$ cat src/rtl/debounce_sync.sv
`default_nettype none
// +----------------------------------------------------------------------+
// | Module   : debounce_sync                                              |
// | Purpose  : Synchronises a raw asynchronous 1-bit input into the clk   |
// |            domain, rejects glitches with a confirm counter and a      |
// |            4-state FSM, and produces a clean level plus one-cycle     |
// |            rise/fall pulses.                                          |
// | Revision : 1.0 - initial release                                      |
// +----------------------------------------------------------------------+
module debounce_sync #(
  parameter int SYNC_STAGES    = 2,
  parameter int CONFIRM_CYCLES = 4,
  parameter int CNT_W          = 8
) (
  input  logic clk,
  input  logic rstb,
  input  logic din,
  output logic q,
  output logic rise,
  output logic fall,
  output logic busy
);

  typedef enum logic [1:0] {
    IDLE_LOW  = 2'd0,
    WAIT_HIGH = 2'd1,
    IDLE_HIGH = 2'd2,
    WAIT_LOW  = 2'd3
  } state_t;

  localparam logic [CNT_W-1:0] CONFIRM_C = CNT_W'(CONFIRM_CYCLES);
  localparam logic [CNT_W-1:0] CNT_ONE   = CNT_W'(1);

  logic [SYNC_STAGES-1:0] sync_q;
  logic                   s_sync;
  state_t                 state_q;
  logic [CNT_W-1:0]       cnt_q;
  logic                   q_q;
  logic                   rise_q;
  logic                   fall_q;
  logic                   busy_q;

  // Synchroniser chain: din enters at bit 0 and shifts toward the MSB.
  always_ff @(posedge clk or negedge rstb) begin
    if (!rstb) begin
      sync_q <= '0;
    end else begin
      sync_q <= {sync_q[SYNC_STAGES-2:0], din};
    end
  end

  // Only the last synchroniser stage is allowed to reach the filter.
  assign s_sync = sync_q[SYNC_STAGES-1];

  // Confirm FSM: a new level commits only after CONFIRM_CYCLES+1 consecutive
  // samples; all outputs are registered so nothing from din is combinational.
  always_ff @(posedge clk or negedge rstb) begin
    if (!rstb) begin
      state_q <= IDLE_LOW;
      cnt_q   <= '0;
      q_q     <= 1'b0;
      rise_q  <= 1'b0;
      fall_q  <= 1'b0;
      busy_q  <= 1'b0;
    end else begin
      // Pulses default low so they last exactly one cycle after a commit.
      rise_q <= 1'b0;
      fall_q <= 1'b0;
      case (state_q)
        IDLE_LOW: begin
          if (s_sync) begin
            state_q <= WAIT_HIGH;
            cnt_q   <= CNT_ONE;
            busy_q  <= 1'b1;
          end else begin
            cnt_q   <= '0;
          end
        end
        WAIT_HIGH: begin
          if (!s_sync) begin
            // Excursion too short: drop back without touching q.
            state_q <= IDLE_LOW;
            cnt_q   <= '0;
            busy_q  <= 1'b0;
          end else if (cnt_q == CONFIRM_C) begin
            state_q <= IDLE_HIGH;
            cnt_q   <= '0;
            q_q     <= 1'b1;
            rise_q  <= 1'b1;
            busy_q  <= 1'b0;
          end else begin
            cnt_q   <= cnt_q + CNT_ONE;
          end
        end
        IDLE_HIGH: begin
          if (!s_sync) begin
            state_q <= WAIT_LOW;
            cnt_q   <= CNT_ONE;
            busy_q  <= 1'b1;
          end else begin
            cnt_q   <= '0;
          end
        end
        WAIT_LOW: begin
          if (s_sync) begin
            state_q <= IDLE_HIGH;
            cnt_q   <= '0;
            busy_q  <= 1'b0;
          end else if (cnt_q == CONFIRM_C) begin
            state_q <= IDLE_LOW;
            cnt_q   <= '0;
            q_q     <= 1'b0;
            fall_q  <= 1'b1;
            busy_q  <= 1'b0;
          end else begin
            cnt_q   <= cnt_q + CNT_ONE;
          end
        end
        default: begin
          state_q <= IDLE_LOW;
          cnt_q   <= '0;
          busy_q  <= 1'b0;
        end
      endcase
    end
  end

  assign q    = q_q;
  assign rise = rise_q;
  assign fall = fall_q;
  assign busy = busy_q;

endmodule
`default_nettype wire

$ cat config.mk
export PLATFORM = sky130hd
export DESIGN_NAME = debounce_sync
export DESIGN_NICKNAME = d
export VERILOG_FILES = /design/src/rtl/debounce_sync.sv
export SDC_FILE = /design/constraint.sdc
export NUM_CORES = 1
export LEC_CHECK = 0
export BUFFER_PORTS_ARGS = -buffer_cell sky130_fd_sc_hd__buf_2
export CORE_AREA = 2 2 41 43
export CTS_CLUSTER_SIZE = 16
export DETAILED_ROUTE_END_ITERATION = 8
export DIE_AREA = 0 0 43 45
export PLACE_DENSITY = 0.72
export SKIP_LAST_GASP = 1
export SLEW_MARGIN = 15
export SYNTH_ARGS = -nofsm -noshare
export SYNTH_HDL_FRONTEND = slang
export SYNTH_SLANG_ARGS = --single-unit
$ cat constraint.sdc
create_clock -name clk -period 2.12 [get_ports clk]
set_clock_uncertainty 0.05 [all_clocks]
set_input_delay 0.424 -clock clk [delete_from_list [all_inputs] [get_ports clk]]
set_output_delay 0.424 -clock clk [all_outputs]
set_load 0.05 [all_outputs]
## Word level (Yosys, flattened, before mapping)

Cells that the tools add are included.
Widths: inputs -> output; s select.

- ROM bits: 0
- Input bits: 3
- Latch bits: 0
- Memories: 0
- Register bits: 16
- RAM bits: 0
- Output and inout port bits: 4
- Logic and storage cells: 54

- Multipliers: 0
- Shift operators: 0
- Bitwise operators: 0
- Equal/unequal tests: 12
- Multiplexer cells: 29
- Divide/modulo/power cells: 0
- $lt $le $gt $ge: 0
- Reduce and logical (&&, ||, !) cells: 5
- $add $sub $neg: 1

Operator list:

| kind | count |
|---|---|
| $pmux 8 s4 | 1 |
| $mux 8 | 3 |
| $mux 1 | 16 |
| $mux 2 | 6 |
| $ne 2x2->1 const B | 6 |
| $add 8x1->8 const B | 1 |
| $eq 8x3->1 const B | 1 |
| $pmux 2 s4 | 1 |
| $ne 3x3->1 const B | 2 |
| $reduce_and 5->1 | 1 |
| $eq 2x2->1 const B | 2 |
| $pmux 1 s4 | 1 |
| $reduce_and 4->1 | 1 |
| $eq 2x1->1 const B | 1 |
| $logic_not 2->1 | 1 |
| $pmux 1 s2 | 1 |
| $reduce_and 2->1 | 1 |
| $reduce_bool 2->1 | 1 |

## Longest topological paths before layout

- Depth after elaboration: 4
- Gate-level depth with buffers: 5
- Mapped depth without buffers: 5

## Worst setup path before layout

OpenSTA, ideal clock, no wires.

- Kind: reg-to-reg
- From: register cnt_q[0]
- To: register cnt_q[2]
- Arrival time: 1.367 ns
- Library setup time: 0.125 ns
- Cell stages (with the launch flop): 6
- Setup slack: 0.578 ns
- Cell sequence: dfrtp_1 > inv_1 > ha_1 > or3b_2 > o211ai_4 > nor2_1

- Cells in the longest elaborated chain, start to end: 4
- Elaborated cells between the ends (all ways): 6

RTL lines:

| element | RTL line | RTL |
|---|---|---|
| start: declaration | 37 | `logic [CNT_W-1:0] cnt_q;` |
| start signal: assignment | 92 | `cnt_q <= cnt_q + CNT_ONE;` |
| start signal: assignment | 116 | `cnt_q <= cnt_q + CNT_ONE;` |
| $add 8x1->8 / $eq 8x3->1 (equally long branches) | -- |  |
| $mux 8 * | 85, 109 |  |
| $mux 8 (on tied branches) | 105, 80 |  |
| $pmux 8 s4 * | 69 | `case (state_q)` |

Every way passes the cells marked *; elsewhere a longest branch is shown, timed or not.
A chain may end at the register's enable or synchronous reset.

## Worst setup path after layout

- From: register cnt_q[0]
- To: register cnt_q[6]

Same word-level chain as after synthesis.

==> results_dict.tcl <==
set metrics [dict create \
    grt_start_max_net_pins 17 \
    crit_chain "inv_1, ha_1, or3b_2, o211ai_4, a21oi_1" \
    path_class "reg -> reg" \
    drc 0 \
    antenna_found_initial 0 \
    drive_gt1_share_pct 23.1 \
    drt_first_pass_iters 4 \
    hold_viol 0 \
    syn_nets 74 \
    synth_cell_types 27 \
    ant_nets 0 \
    grt_use_met2_pct 26.4 \
    drv_slew 0 \
    ys_warn_count 0 \
    area_growth_pct 11.1 \
    final_util_pct 58.6 \
    fin_crit_sh_pct 77.3 \
    gr-usage-all-layers_pct 15.5 \
    syn_area_um2 776 \
    cts_buffers 3 \
    nFillCells 137 \
    end_kind "register" \
    place_congestion 0.841 \
    rsz0062_at_grt "no" \
    final_cells 94 \
    synth_top_area_share_pct 51.6 \
    total_power_mw 0.815 \
    path_buf_inv 1 \
    grt_busiest_layer "met2" \
    fp.dieArea_um2 1940 \
    slew_headroom_pct 69.7 \
    dp_hpwl_mm 1.01 \
    crit_family "simple AND/OR/NAND/NOR gates" \
    htree_levels 1 \
    status "finished clean" \
    grt_pass1_vias 514 \
    netlist_top_cells_count "dfrtp_1 (16), a21oi_1 (5), inv_1 (5), nor2_1 (5), o21ai_0 (5)" \
    wl_mm 1.35 \
    synthCells 69 \
    cts.clk_slew.worst_paths_ns 0.09 \
    portBuffers 6 \
    yosysSeqAreaShare_pct 51.6 \
    post-synth-top-area-cell "dfrtp_1" \
    nNetsFinal 84 \
    clkSinkCount 16 \
    finalSetupViolCount 0 \
    clk_latency_ns 0.29 \
    ys_ff_latch 16 \
    cts.path.max_buffers 2 \
    die-height_um 45 \
    avgSynthCellArea_um2 11.2 \
    via_count 543 \
    dr.first_iter.drc_count 11 \
    p_leak_nw 0.365 \
    wl_per_cell_um 14.3 \
    grt_util_met3_pct 2.40 \
    grt_pass1_wl_mm 2.10 \
    grt_use_met1_pct 17.7 \
    hold_path.class "in -> reg" \
    viasPerCell 5.78 \
    crit_slowest_cell "or3b_2" \
    crit_path_max_fanout 5 \
    fmax_ghz 0.610 \
    finalSetupTns_ns 0 \
    cap_violations 0 \
    cp.arrival_ns 1.76 \
    cts_tree "done" \
    diodes 0 \
    cp-start-kind "register" \
    dpl_worst_slack_ns 0.489 \
    die_x_um 43 \
    worst_slew_pin_slew_ns 0.452 \
    core_um2 1470 \
    rows 14 \
    overflow 0 \
    hold_slack_ns 0.182 \
    period_needed_ns 1.64 \
    yosysMostFrequentCell "dfrtp_1" \
    synth_ff_type "dfrtp_1" \
    cts_root_buf "clkbuf_4" \
    cellPowerDensity_nw_per_um2 946 \
    synth_edf_count 0 \
    place_area_um2 816 \
    start_util_pct 52.7 \
    design_area_um2 862 \
    synthTopCellsByArea "dfrtp_1 (52%), a21oi_1 (3.2%), ha_1 (3.2%)" \
    ctsResizeCount 0 \
    critPathMaxStageDelay_ns 0.50 \
    async_flop_share_pct 100 \
    dp.cells 89 \
    setup_slack_ns 0.480 \
    io_pins 7 \
    ir_drop_mv 0.668 \
    crit_required_ns 2.24 \
]
-- layout make-up --
class                   instances  area, um2  area share (%)
repair buffers                  7       40.0            4.64
multi-input cells              46        347            40.2
flip-flops and latches         16        400            46.4
well taps                      16       20.0            2.32
inverters                       5       18.8            2.18
clock buffers                   4       36.3            4.21
-- repair_timing --
| action | 4_1_cts | 5_1_grt |
|---|---|---|
| buffers inserted | 0 | 0 |
| hold buffers | 1 | 0 |
| hold endpoints to repair | 16 | 0 |
-- final timing paths --
path	cells past startpoint	to	from	slack (ns)
setup / recovery	5	cnt_q[6]$_DFF_PN0_	cnt_q[0]$_DFF_PN0_	0.48
hold / removal	1	sync_q[0]$_DFF_PN0_	din	0.18
setup reg to reg	5	cnt_q[6]$_DFF_PN0_	cnt_q[0]$_DFF_PN0_	0.48
hold reg to reg	0	sync_q[1]$_DFF_PN0_	sync_q[0]$_DFF_PN0_	0.31
max in group asynchronous	2	cnt_q[3]$_DFF_PN0_	rstb	1.26
min in group asynchronous	2	busy$_DFFE_PN0P_	rstb	0.51
-- cells by family (layout without fill, tap and decap cells) --
| family | after synthesis | count (layout) | share of synthesized area (%) |
|---|---|---|---|
| AND/OR/NAND/NOR | 23 | 23 | 21.0 |
| AO/OA/AOI/OAI | 16 | 16 | 14.5 |
| flip-flops | 16 | 16 | 51.6 |
| buffers and inverters | 7 | 16 | 3.71 |
| XOR/XNOR | 4 | 4 | 4.52 |
| adder cells (fa/ha/maj) | 2 | 2 | 3.23 |
| multiplexers | 1 | 1 | 1.45 |
-- registers in the layout (all words and copies together) (netlist names), named ones only --
signal   count
busy         1
q            1
rise         1
cnt_q        8
sync_q       2
fall         1
state_q      1
-- layer usage --
| metal | routed length (um) | part of all wire [%] | vias up |
|---|---|---|---|
| met3 | 25 | 1.9 | 5 |
| li1 | - | - | 265 |
| met5 | 0 | 0 | - |
| met2 | 663 | 49 | 7 |
| met4 | 37 | 2.7 | 0 |
| met1 | 621 | 46 | 266 |
-- where the power goes --
| part | internal [mW] | total (mW) | switching, mW |
|---|---|---|---|
| logic | 0.0829 | 0.217 | 0.134 |
| registers | 0.341 | 0.392 | 0.0507 |
| clock network | 0.105 | 0.207 | 0.102 |
| total | 0.529 | 0.815 | 0.287 |
-- placed cells by master, fill, tap and decap left out, types with 2 or more instances in the layout --
master and instances:
ha_1 2, xnor2_1 2, a21oi_1 5, dfrtp_1 16, inv_1 5, xor2_1 2
clkbuf_4 3, nor3b_1 2, nand3_1 3, o21ai_0 5, or3_1 3, nand2_1 3
nor2_1 5, buf_2 6
Power figures use the tool's default switching activity.
